**config.mk**
```make
export PLATFORM = sky130hd
export DESIGN_NAME = reg_share_arbiter
export DESIGN_NICKNAME = d
export VERILOG_FILES = /design/src/rtl/reg_share_arbiter.sv
export SDC_FILE = /design/constraint.sdc
export NUM_CORES = 1
export LEC_CHECK = 0
export CORE_AREA = 3 3 47 71
export DETAILED_ROUTE_END_ITERATION = 7
export DIE_AREA = 0 0 50 74
export GPL_ROUTABILITY_DRIVEN = 0
export PLACE_DENSITY = 0.86
export SLEW_MARGIN = 10
export SYNTH_ARGS = -nofsm -noshare
export SYNTH_HDL_FRONTEND = slang
export SYNTH_SLANG_ARGS = --single-unit
```
**constraint.sdc**
```tcl
create_clock -name clk_i -period 4.1 [get_ports clk_i]
set_input_delay 1.025 -clock clk_i [delete_from_list [all_inputs] [get_ports clk_i]]
set_output_delay 1.025 -clock clk_i [all_outputs]
set_load 0.005 [all_outputs]
```
**src/rtl/reg_share_arbiter.sv**
```systemverilog
// ---------------------------------------------------------------------------
// reg_share_arbiter
//
// Round-robin arbiter and write sequencer for one shared W-bit register.
// N requesters raise a level request; one at a time is granted, and on the
// following cycle the granted lane's data is written into the shared
// register and an ack pulse is returned to that lane.
//
// Optional feature (compile-time macro ARB_LOCK_EN):
//   defined   - a granted requester holding lock_i[g] and req_i[g] during
//               the ack cycle keeps the grant and writes again every 2 cycles.
//   undefined - lock_i is ignored; every write returns to IDLE.
//
// Ports:
//   clk_i     rising-edge clock
//   reset_ni  asynchronous active-low reset, clears all state
//   req_i     [N]    per-requester write request (level, held until ack)
//   data_i    [N*W]  requester i drives data_i[i*W +: W]
//   lock_i    [N]    per-requester burst hold (ARB_LOCK_EN only)
//   grant_o   [N]    registered one-hot grant, zero when idle
//   ack_o     [N]    one-cycle one-hot pulse on the write cycle
//   q_o       [W]    shared register contents
//   busy_o           high while in GRANT or ACK
// ---------------------------------------------------------------------------
module reg_share_arbiter #(
   parameter int N = 4,
   parameter int W = 8
) (
   input  logic           clk_i,
   input  logic           reset_ni,
   input  logic [N-1:0]   req_i,
   input  logic [N*W-1:0] data_i,
   input  logic [N-1:0]   lock_i,
   output logic [N-1:0]   grant_o,
   output logic [N-1:0]   ack_o,
   output logic [W-1:0]   q_o,
   output logic           busy_o
);

   localparam int IW = (N > 1) ? $clog2(N) : 1;

   typedef enum logic [1:0] {
      S_IDLE  = 2'd0,
      S_GRANT = 2'd1,
      S_ACK   = 2'd2
   } state_e;

   state_e        state_q, state_d;
   logic [N-1:0]  grant_q, grant_d;
   logic [N-1:0]  ack_q,   ack_d;
   logic [W-1:0]  q_q,     q_d;
   logic [IW-1:0] last_q,  last_d;   // index of the most recent writer
   logic [IW-1:0] gidx_q,  gidx_d;   // index of the current grant holder

   logic [IW-1:0] win_idx;
   logic          win_vld;
   logic [W-1:0]  gdata;

`ifndef ARB_LOCK_EN
   logic unused_lock;
   assign unused_lock = ^lock_i;
`endif

   // Round-robin search: candidates are last+1, last+2, ... last+N (mod N).
   // Walking the offsets from farthest to nearest lets the nearest set bit
   // overwrite the others, so no early loop exit is needed.
   always_comb begin
      logic [IW-1:0] cand;
      win_idx = '0;
      win_vld = 1'b0;
      cand    = '0;
      for (int k = N; k >= 1; k--) begin
         cand = IW'((int'(last_q) + k) % N);
         if (req_i[cand]) begin
            win_idx = cand;
            win_vld = 1'b1;
         end
      end
   end

   // Only the grant holder's lane is ever looked at.
   always_comb begin
      gdata = '0;
      for (int i = 0; i < N; i++) begin
         if (gidx_q == IW'(i)) gdata = data_i[i*W +: W];
      end
   end

   // State and datapath registers.
   always_ff @(posedge clk_i or negedge reset_ni) begin
      if (!reset_ni) begin
         state_q <= S_IDLE;
         grant_q <= '0;
         ack_q   <= '0;
         q_q     <= '0;
         last_q  <= IW'(N - 1);
         gidx_q  <= '0;
      end else begin
         state_q <= state_d;
         grant_q <= grant_d;
         ack_q   <= ack_d;
         q_q     <= q_d;
         last_q  <= last_d;
         gidx_q  <= gidx_d;
      end
   end

   // Next-state logic.
   always_comb begin
      state_d = state_q;
      grant_d = grant_q;
      ack_d   = '0;
      q_d     = q_q;
      last_d  = last_q;
      gidx_d  = gidx_q;
      unique case (state_q)
         S_IDLE: begin
            if (win_vld) begin
               gidx_d  = win_idx;
               grant_d = {{(N-1){1'b0}}, 1'b1} << win_idx;
               state_d = S_GRANT;
            end
         end
         S_GRANT: begin
            if (req_i[gidx_q]) begin
               q_d     = gdata;
               ack_d   = grant_q;
               last_d  = gidx_q;
               state_d = S_ACK;
            end else begin
               // Requester withdrew: abort without touching q or last.
               grant_d = '0;
               state_d = S_IDLE;
            end
         end
         S_ACK: begin
            grant_d = '0;
            state_d = S_IDLE;
`ifdef ARB_LOCK_EN
            // Burst: keep ownership and go straight back to the write cycle.
            if (lock_i[gidx_q] && req_i[gidx_q]) begin
               grant_d = grant_q;
               state_d = S_GRANT;
            end
`endif
         end
         default: begin
            grant_d = '0;
            state_d = S_IDLE;
         end
      endcase
   end

   // Outputs: all driven from registers only.
   always_comb begin
      grant_o = grant_q;
      ack_o   = ack_q;
      q_o     = q_q;
      busy_o  = (state_q != S_IDLE);
   end

endmodule

```
=== Yosys cells after proc, flatten, opt, wreduce, memory -nomap -nowiden ===
Index checks and enable logic that the tools add are counted.

* Register bits after elaboration: 22
* Bits of input ports: 42
* Output and inout port bits: 17
* Word-level logic and storage cells: 55

* Add/subtract/negate cells: 4
* Order comparisons: 5
* Eq/ne operators: 5
* Shifts and indexed selects: 1
* Multiplexer cells: 29
* Reduce and logical (&&, ||, !) cells: 5

{| class="wikitable"
|+ Operators by type and width
! kind !! count
|-
| 8-bit 2-to-1 mux || 4
|-
| 2-bit by 3-bit < comparator with 1-bit output, second input constant || 5
|-
| 2-bit 2-to-1 mux || 6
|-
| 4-bit 2-to-1 mux || 3
|-
| 1-bit binary-select mux with 2-bit select || 5
|-
| 1-bit 2-to-1 mux || 9
|-
| 4-bit case mux with 2 select lines || 1
|-
| 2-bit by 1-bit adder with 2-bit output, second input constant || 2
|-
| 2-bit adder, second input constant || 2
|-
| 2-bit by 1-bit equality test with 1-bit output, second input constant || 2
|-
| 2-bit equality test, second input constant || 2
|-
| 2-bit logical NOT || 2
|-
| 2-bit case mux with 2 select lines || 1
|-
| 2-bit AND reduction || 2
|-
| 1-bit by 2-bit << shifter with 4-bit output, first input constant || 1
|-
| 2-bit != test, second input constant || 1
|-
| 2-bit nonzero test || 1
|}

=== Logic depth before layout (Yosys ltp) ===
* Depth in word-level cells: 10
* Mapped depth: 5
* Mapped depth without buffers: 5

=== Worst setup path after synthesis ===
No wires, ideal clock.

* Kind: input-to-reg
* From: in req_i[1]
* To: reg q_q[2] (netlist: q_o[2])
* Setup time: 125 ps
* Arrival time: 1,981 ps
* Data required time: 3,975 ps
* Path slack: 1,994 ps
* Stages on the path: 4
* Buffers on the path: 1
* Cells stage by stage: mux2_4 -> a22o_4 -> buf_6 -> mux2_4

* Longest elaborated chain between the ends: 3

{| class="wikitable"
|+ RTL lines
! what !! line !! text
|-
| start: declaration || 31 || <nowiki>input logic [N-1:0] req_i,</nowiki>
|-
| 1-bit binary-select mux with 2-bit select || 125 || <nowiki>if (req_i[gidx_q]) begin</nowiki>
|-
| 1-bit 2-to-1 mux (implied by the code) || 125 ||
|-
| 2-bit AND reduction (no source line) || -- ||
|-
| end signal: assignment || 102 || <nowiki>q_q <= q_d;</nowiki>
|-
| end: declaration || 51 || <nowiki>logic [W-1:0] q_q, q_d;</nowiki>
|}

No other way between the ends. The select of a mux whose other input is x is not followed.
A chain may end at the register's enable or synchronous reset.

=== Worst setup path in the final report ===
* From: in req_i[3]
* To: reg grant_q[3] (netlist: grant_o[3])

* Longest elaborated chain between the ends: 9
* Elaborated cells on any way between the ends: 23
* Those cells by class: eq/ne: 1; shift: 1; mux: 21

{| class="wikitable"
|+ RTL lines
! what !! line !! text
|-
| 1-bit binary-select mux with 2-bit select || 74 || <nowiki>if (req_i[cand]) begin</nowiki>
|-
| 1-bit 2-to-1 mux (implied by the code) || 74 ||
|-
| 2-bit 2-to-1 mux (4 in series) || 74 ||
|-
| 1-bit by 2-bit << shifter with 4-bit output || 120 || <nowiki>grant_d = {{(N-1){1'b0}}, 1'b1} << win_idx;</nowiki>
|-
| 4-bit 2-to-1 mux || 118 || <nowiki>if (win_vld) begin</nowiki>
|-
| 4-bit case mux with 2 select lines || 116 || <nowiki>unique case (state_q)</nowiki>
|-
| end signal: assignment || 100 || <nowiki>grant_q <= grant_d;</nowiki>
|-
| end: declaration || 49 || <nowiki>logic [N-1:0] grant_q, grant_d;</nowiki>
|}

Several ways; a longest one is shown, not always the timed one. The select of a mux whose other input is x is not followed.

==> results_dict.tcl <==
set metrics [dict create \
    final_area_mm2 0.001794 \
    final_antenna_net_count 0 \
    clockBufferDepth 2 \
    core_area_mm2 0.002853 \
    worstSetupPathType "primary input to flip-flop" \
    muxShareOfSynthArea_pct 30.15 \
    min_delay_path_depth 1 \
    grt_use_met3_pct 4.409 \
    fp.dieW_um 50 \
    syn_area_mm2 0.001154 \
    finalMaxSlewViolations 0 \
    synth_seq_cells 22 \
    clock_latency_ps 260 \
    fin_crit_sh_pct 60.13 \
    setup_viol 0 \
    num_vias 943 \
    initial_core_util_pct 40.44 \
    synth-xor-area-share_pct 0 \
    hpwl_um 2233 \
    yosys.area_share.simple_pct 10.95 \
    power.density_mw_per_mm2 664.6 \
    rsz0062_at_grt "false" \
    hold_viol_final 0 \
    grt_util_met2_pct 31.54 \
    cp.arrival_ps 2620 \
    hp-start "q_o[0]" \
    hold-path-endpoint "q_o[0]" \
    critical_path.max_stage_delay_ps 490 \
    grt_max_degree 23 \
    dpl_cell_area_mm2 0.001723 \
    fin_nets 180 \
    r2r_cells 4 \
    slew_headroom_pct 39.01 \
    cpLargestDelayFamily "compound AO/OA/AOI/OAI gates" \
    grt_pass1_vias 1021 \
    fmax_ghz 0.4056 \
    final_layout_size_suffix_gt1_share_pct 18.98 \
    critPathMaxFanout 15 \
    final_cell_mix "clkdlybuf4s50_1 (54), dfrtp_1 (20), mux4_2 (8)" \
    worstMarginPinSlew_ps 912.0 \
    place_ws_ps 1378 \
    drtIter0Drc 14 \
    critPathSlowestCell "clkdlybuf4s50_1" \
    antenna_found_initial 0 \
    outcome "finished, final reports clean" \
    use_met1_pct 14.36 \
    cts.hold.buffers_added 0 \
    cts_tree "done" \
    gr-total-overflow 0 \
    cp_cell_sequence "clkdlybuf4s50_1 -> mux2_4 -> a22o_4 -> a21o_1 -> a22o_1" \
    ys_types 30 \
    r2r_start "gidx_q[1]" \
    synth_compound_area_share_pct 8.894 \
    drt_wl_total_um 2788 \
    synth_top_family_by_area "multiplexers" \
    worst_setup_path_end_kind "flip-flop" \
    io_buffer_count 54 \
    cp-start-kind "primary input" \
    min_period_ps 2465 \
    post_drt_wl_per_cell_um 15.84 \
    synth_nets 124 \
    worst_slack_ps 1635 \
    worstHoldPathType "flip-flop to flip-flop" \
    drv_cap 0 \
    leakagePower_nw 0.7401 \
    post_cts_buffers 0 \
    yosysSeqAreaShare_pct 47.94 \
    num_antenna_cells 0 \
    syn2layout_area_growth_pct 55.53 \
    final_common_cell "clkdlybuf4s50_1" \
    drc_errors 0 \
    required_ps 4260 \
    synth.avg_cell_area_um2 14.07 \
    die-area_mm2 0.003700 \
    viasPerCell 5.358 \
    netlist_instances 82 \
    h-tree-depth 1 \
    cts_made_buffers 3 \
    clk_pin_slew_ps 80 \
    dr.pass1.iters 4 \
    fin_tns_setup_ps 0 \
    ys_warn_count 0 \
    cts_resized 0 \
    cts_root_buffer "clkbuf_8" \
    grt.busiest_layer "met2" \
    ir_drop_uv 287.8 \
    skew_ps 4.011 \
    grt_first_pass_wirelength_um 4402 \
    r2r-end "grant_o[3]" \
    synth-adder-area-share_pct 0 \
    cts_sinks 22 \
    fp.dieH_um 74 \
    io_pins 59 \
    crit_buf_inv 1 \
    track_usage_pct 16.38 \
    rows 24 \
    r2r_setup_slack_ps 2110 \
]
==> cells in the mapped netlist <==
cell type	n	area, µm²
mux2_4	6	90.09
dfrtp_1	20	500.5
nand2b_1	2	12.51
buf_6	1	11.26
a22o_1	1	8.760
or2_1	1	6.260
a21oi_1	4	20.02
nor2b_1	3	18.77
nor2_1	4	15.01
and2_1	4	25.02
mux2_1	2	22.52
inv_1	1	3.750
mux2i_1	1	10.01
a21o_1	1	7.510
o221ai_1	1	8.760
dfstp_2	2	52.55
a22o_4	1	17.52
or2_2	1	6.260
o31ai_1	1	7.510
buf_1	1	3.750
mux2_2	4	45.04
o21ai_0	1	5.000
and3b_1	2	17.52
nor4_1	1	6.260
buf_2	1	5.000
o2bb2ai_1	2	17.52
nand2_1	3	11.26
a32o_1	1	10.01
mux4_2	8	180.2
nor3b_1	1	7.510
==> power by group <==
group          internal [mW]  leakage (nW)  switching [mW]
Combinational          0.381         0.432           0.182
Sequential             0.319         0.273           0.112
Clock                  0.130        0.0357          0.0686
Total                  0.830         0.740           0.362
==> cell type report <==
cell class,count,area (µm²)
inverter,1,3.754
clock inverter,1,30.03
timing repair buffer,54,540.5
tap,39,48.80
multi-input combinational,56,576.8
fill,232,1059
clock buffer,3,41.29
sequential,22,553.0
==> cell families (layout without fill, tap and decap cells) <==
logic type             after synthesis  count (layout)
DFF                                 22              22
AOI/OAI and AO/OA                   13              13
buffers and inverters                4              59
and+or+nand+nor                     22              22
muxes                               21              21
==> sequential cells by signal (all words and copies together) (netlist names) <==
name and flops:
q_o 8, ack_o 4, grant_o 4, gidx_q 2
last_q 2, state_q 2
==> per-layer routing <==
| layer | vias up | share of wire [%] | wire, µm |
|---|---|---|---|
| li1 | 416 | - | - |
| met1 | 483 | 33 | 912 |
| met2 | 38 | 58 | 1613 |
| met3 | 6 | 6.7 | 186 |
| met4 | 0 | 2.7 | 75 |
| met5 | - | 0 | 0 |
==> worst max-delay path by stage <==
stage	from	end	slack [ps]	cells past startpoint
6_report	req_i[3]	grant_o[3]	1630	5
3_5_place_dp	req_i[1]	grant_o[3]	1380	5
2_1_floorplan	req_i[1]	q_o[2]	1990	4
5_1_grt	req_i[1]	grant_o[3]	1580	5
4_1_cts	req_i[1]	grant_o[3]	1650	5
3_3_place_gp	req_i[1]	grant_o[3]	1410	5
==> stage by stage <==
step                utilization (%)  hold WS (ps)  power (mW)  std cells
finish                        62.89         510.2       1.192        176
CTS                           62.89         511.3       1.208        176
global placement              60.39         492.8      0.9729        172
global route                  62.89         539.4       1.267        176
detailed placement            60.39         498.0       1.004        172
floorplan                         -         492.7      0.7606         82
==> worst reg2reg max path: cells and delay by family, from the launching register on <==
family          cells  cell delay [ps]
flops               1              680
compound gates      3              770
mux                 1              430
Power figures use the tool's default switching activity.
